`src/rtl/mux_nt1_stream.sv`:
```
// N-to-1 registered stream multiplexer with valid/ready on every port.
// Channel choice is direct (external select) or round-robin among valid channels.
module mux_nt1_stream #(
    parameter int unsigned WIDTH = 64,
    parameter int unsigned N     = 4,
    parameter int unsigned SELW  = 2
) (
    input  logic               clk,
    input  logic               rst,
    input  logic [N*WIDTH-1:0] I,
    input  logic [N-1:0]       I_valid,
    output logic [N-1:0]       I_ready,
    input  logic [SELW-1:0]    s,
    input  logic               mode,
    output logic [WIDTH-1:0]   o,
    output logic               o_valid,
    input  logic               o_ready,
    output logic [SELW-1:0]    grant
);

    logic [SELW-1:0]  ptr;
    logic [SELW-1:0]  sel;
    logic [SELW-1:0]  rr_sel;
    logic [SELW-1:0]  sel_inc;
    logic             rr_hit;
    logic             direct_hit;
    logic             hit;
    logic             load_en;
    logic             accept;
    logic [WIDTH-1:0] sel_data;

    assign load_en = !o_valid || o_ready;

    // Out-of-range selects never match a channel, so they yield no candidate.
    always_comb begin : direct_choice
        direct_hit = 1'b0;
        for (int unsigned k = 0; k < N; k++) begin
            if (32'(s) == k && I_valid[k]) begin
                direct_hit = 1'b1;
            end
        end
    end

    // Two passes (ptr..N-1, then 0..ptr-1) give the circular scan wrapping at N.
    always_comb begin : rr_choice
        rr_hit = 1'b0;
        rr_sel = '0;
        for (int unsigned k = 0; k < N; k++) begin
            if (!rr_hit && I_valid[k] && k >= 32'(ptr)) begin
                rr_hit = 1'b1;
                rr_sel = k[SELW-1:0];
            end
        end
        for (int unsigned k = 0; k < N; k++) begin
            if (!rr_hit && I_valid[k] && k < 32'(ptr)) begin
                rr_hit = 1'b1;
                rr_sel = k[SELW-1:0];
            end
        end
    end

    assign sel     = mode ? rr_sel : s;
    assign hit     = mode ? rr_hit : direct_hit;
    assign accept  = hit && load_en && !rst;
    assign sel_inc = (32'(sel) == N - 1) ? '0 : sel + SELW'(1);

    always_comb begin : route
        I_ready  = '0;
        sel_data = '0;
        for (int unsigned k = 0; k < N; k++) begin
            if (sel == k[SELW-1:0]) begin
                I_ready[k] = accept;
                sel_data   = I[k*WIDTH +: WIDTH];
            end
        end
    end

    always_ff @(posedge clk) begin
        if (rst) begin
            o       <= '0;
            o_valid <= 1'b0;
            grant   <= '0;
            ptr     <= '0;
        end else if (accept) begin
            o       <= sel_data;
            grant   <= sel;
            o_valid <= 1'b1;
            if (mode) begin
                ptr <= sel_inc;
            end
        end else if (o_ready) begin
            o_valid <= 1'b0;
        end
    end

endmodule

```
`config.mk`:
```
export PLATFORM = sky130hd
export DESIGN_NAME = mux_nt1_stream
export DESIGN_NICKNAME = d
export VERILOG_FILES = /design/src/rtl/mux_nt1_stream.sv
export SDC_FILE = /design/constraint.sdc
export NUM_CORES = 1
export LEC_CHECK = 0
export CORE_AREA = 2 2 129 131
export CTS_CLUSTER_SIZE = 24
export DETAILED_ROUTE_END_ITERATION = 6
export DIE_AREA = 0 0 131 133
export HOLD_SLACK_MARGIN = 0.06
export PLACE_DENSITY = 0.63
export SYNTH_ARGS = -nofsm -noshare
export SYNTH_HDL_FRONTEND = slang
export SYNTH_SLANG_ARGS = --single-unit
```
`constraint.sdc`:
```
create_clock -name clk -period 3.1 [get_ports clk]
set_input_delay 0.31 -clock clk [delete_from_list [all_inputs] [get_ports clk]]
set_output_delay 0.31 -clock clk [all_outputs]
set_load 0.05 [all_outputs]
```
==> results.toml <==
[outcome]
outcome = "complete, no violations"

[clock_tree]
cts_tree = "done"
cts_sinks = 69
holdBufCountCts = 0
clock-root-buffer = "clkbuf_16"
clk_pin_slew_ps = 60
cts-buffers-inserted = 9
h-tree-depth = 3
post-cts-setup-buffers = 0
clock_latency_ps = 330
ctsResizeCount = 0
clock_path_buffers = 2

[worst_hold_path]
hold-path-endpoint = "o[15]$_SDFFE_PP0P_"
min_from = "o[15]$_SDFFE_PP0P_"
hold_class = "reg -> reg"
whs_path_depth = 2

[power_and_ir_drop]
power_density_mw_per_mm2 = 492
vdd_drop_max_mv = 0.244
p_leak_nw = 2.84
p_total_w = 0.00403

[setup_path]
path_cells = "clkdlybuf4s50_1, o41ai_1, a311o_2, inv_1, and2_1, buf_12"
critical_path_arrival_ps = 2450
reg2reg_to = "o[22]$_SDFFE_PP0P_"
cp_max_fo = 16
critPathRequiredTime_ps = 2790
cpMaxStageDelayCell = "o41ai_1"
r2r_start = "ptr[0]$_SDFFE_PP0P_"
critPathLaunchType = "input port"
cpPeakStageDelay_ps = 640
rrSetupSlack_ps = 620
worst-setup-path-type = "in -> out"
r2r_cells = 12
cp-end-kind = "output port"

[finish]
drive_above_1_share_pct = 5.47
antenna_cells = 0
syn_to_final_growth_pct = 93.5
fin_nets = 1142
fill_cells = 1561
mostFrequentLayoutCells = "331 x clkdlybuf4s50_1, 70 x nor2_1, 69 x dfxtp_1, 68 x a21oi_1, 66 x nand3b_1"
final_common_cell = "clkdlybuf4s50_1"

[routing]
drcViolationCount = 0
drt_first_pass_iters = 4
finalWirelength_um = 18800
viasPerCell = 4.99
ant_nets = 0
vias = 5475
drt_iter0_markers = 206
wl_per_cell_um = 17.1

[synth]
synthAdderAreaFrac_pct = 1.18
syn_area_per_cell_um2 = 7.44
yosys_warnings = 0
synth_compound_area_share_pct = 31.1
yosysTopAreaCell = "dfxtp_1"
synth_top_family_by_area = "compound AO/OA/AOI/OAI gates"
synth_area_leaders = "dfxtp_1 33%, a221oi_1 13%, nand3b_1 12%"
synth_area_mm2 = 0.00423
syn-num-nets = 838
yosys.area_share.xor_xnor_pct = 0
yosys.cell_types.count = 28
yosys.area_share.simple_pct = 26.7
ys_seq_area_share_pct = 32.7
ys_ff_latch = 69
synth_top_area_share_pct = 32.7
synthMuxAreaShare_pct = 0.503
synthCells = 568

[sta]
worstMarginPinSlew_ps = 648
skew_ps = 5.39
min_period_ps = 2760
final_max_slew_viol_count = 0
fmax_mhz = 362
hold_violations = 0
maxSlewHeadroom_pct = 56.8
rsz0062_at_grt = "no"
min_period_over_period_pct = 89.0
setup_tns_ps = 0
finalSetupViolations = 0

[job]
drv_cap = 0

[placement]
gp_congestion = 0.835
io_buffer_count = 336
dpl.hpwl_um = 14100

[die]
fp.dieW_um = 131
dieHeight_um = 133
num_rows = 47
ios = 337
start_util_pct = 26.1
fp.dieArea_mm2 = 0.0174
core_region_area_mm2 = 0.0162

[grt]
grt_pass1_wl_um = 28300
grt_pass1_vias = 5377
grtUsageTotal_pct = 20.9
grt_max_degree = 96
grt_remaining_overflow = 0
antenna_found_initial = 0
==> power by group <==
part	switching, W	total (W)	internal (W)
clock network	0.000386	0.00107	0.000688
logic	0.00104	0.00187	0.000828
registers	0.0000666	0.00108	0.00102
==> cells in the mapped netlist <==
library cell   n
nand2_1        3
clkbuf_2       1
clkbuf_1      50
dfxtp_1       69
o21ai_0       22
or3_1          1
o21ai_1       49
mux2i_1        1
nor2b_1        4
ha_1           4
inv_1         10
a311o_1        1
nor2_1        70
o41ai_1        1
buf_2          4
nor3_1        63
buf_6          6
a22oi_1        1
a221o_1        1
o221ai_1       2
mux2_2         1
a221oi_1      63
and2_1         2
o21a_1         1
buf_1          3
a21oi_1       68
nand3b_1      66
a211oi_1       1
==> flip-flops by register name (all words and copies together), names as in the netlist <==
name	cells
o	64
grant	2
ptr	2
o_valid	1
==> layout make-up <==
cell class	count	area (µm²)	share of cell area, %
Sequential cell	69	1380	16.9
Timing Repair Buffer	357	3630	44.4
Inverter	10	37.5	0.459
Clock inverter	3	42.5	0.520
Tap cell	220	275	3.36
Multi-Input combinational cell	425	2540	31.1
Clock buffer	13	270	3.30
==> per-stage QoR <==
stage	std cells	worst slack, ps	hold WS (ps)	util (%)	instance area (µm²)
after floorplan	568	515	484	-	4230
after global placement	1081	236	465	48.6	7870
after detailed placement	1081	211	469	48.6	7870
after CTS	1097	343	479	50.6	8180
after global routing	1097	187	508	50.6	8180
final	1097	340	478	50.6	8180
==> cell families after synthesis <==
kind of cell / Yosys count
AND/OR/NAND/NOR: 209
adder cells (fa/ha/maj): 4
AO/OA/AOI/OAI: 210
buffers and inverters: 74
flip-flops: 69
multiplexers: 2
==> metal layers <==
| metal | wire length [µm] | up-vias | global-route usage (%) |
|---|---|---|---|
| met3 | 1750 | 27 | 6.75 |
| met4 | 453 | 0 | 6.50 |
| met5 | 0 | - | 0 |
| li1 | - | 2737 | - |
| met1 | 7550 | 2478 | 24.2 |
| met2 | 9030 | 233 | 36.1 |
==> worst max path at each step <==
| stage | start | to | slack, ps |
|---|---|---|---|
| global placement | I_valid[0] | o[8]$_SDFFE_PP0P_ | 240 |
| CTS | I_valid[1] | I_ready[1] | 340 |
| floorplan | ptr[0]$_SDFFE_PP0P_ | I_ready[2] | 510 |
| detailed placement | I_valid[0] | o[22]$_SDFFE_PP0P_ | 210 |
| finish | I_valid[1] | I_ready[1] | 340 |
| global route | I_valid[1] | I_ready[0] | 190 |
==> critical path: cells and delay by family <==
family,cells,cell delay [ps]
AO/OA/AOI/OAI,2,1160
buffers and inverters,3,770
AND/OR/NAND/NOR,1,210
(Power assumes the default switching activity.)
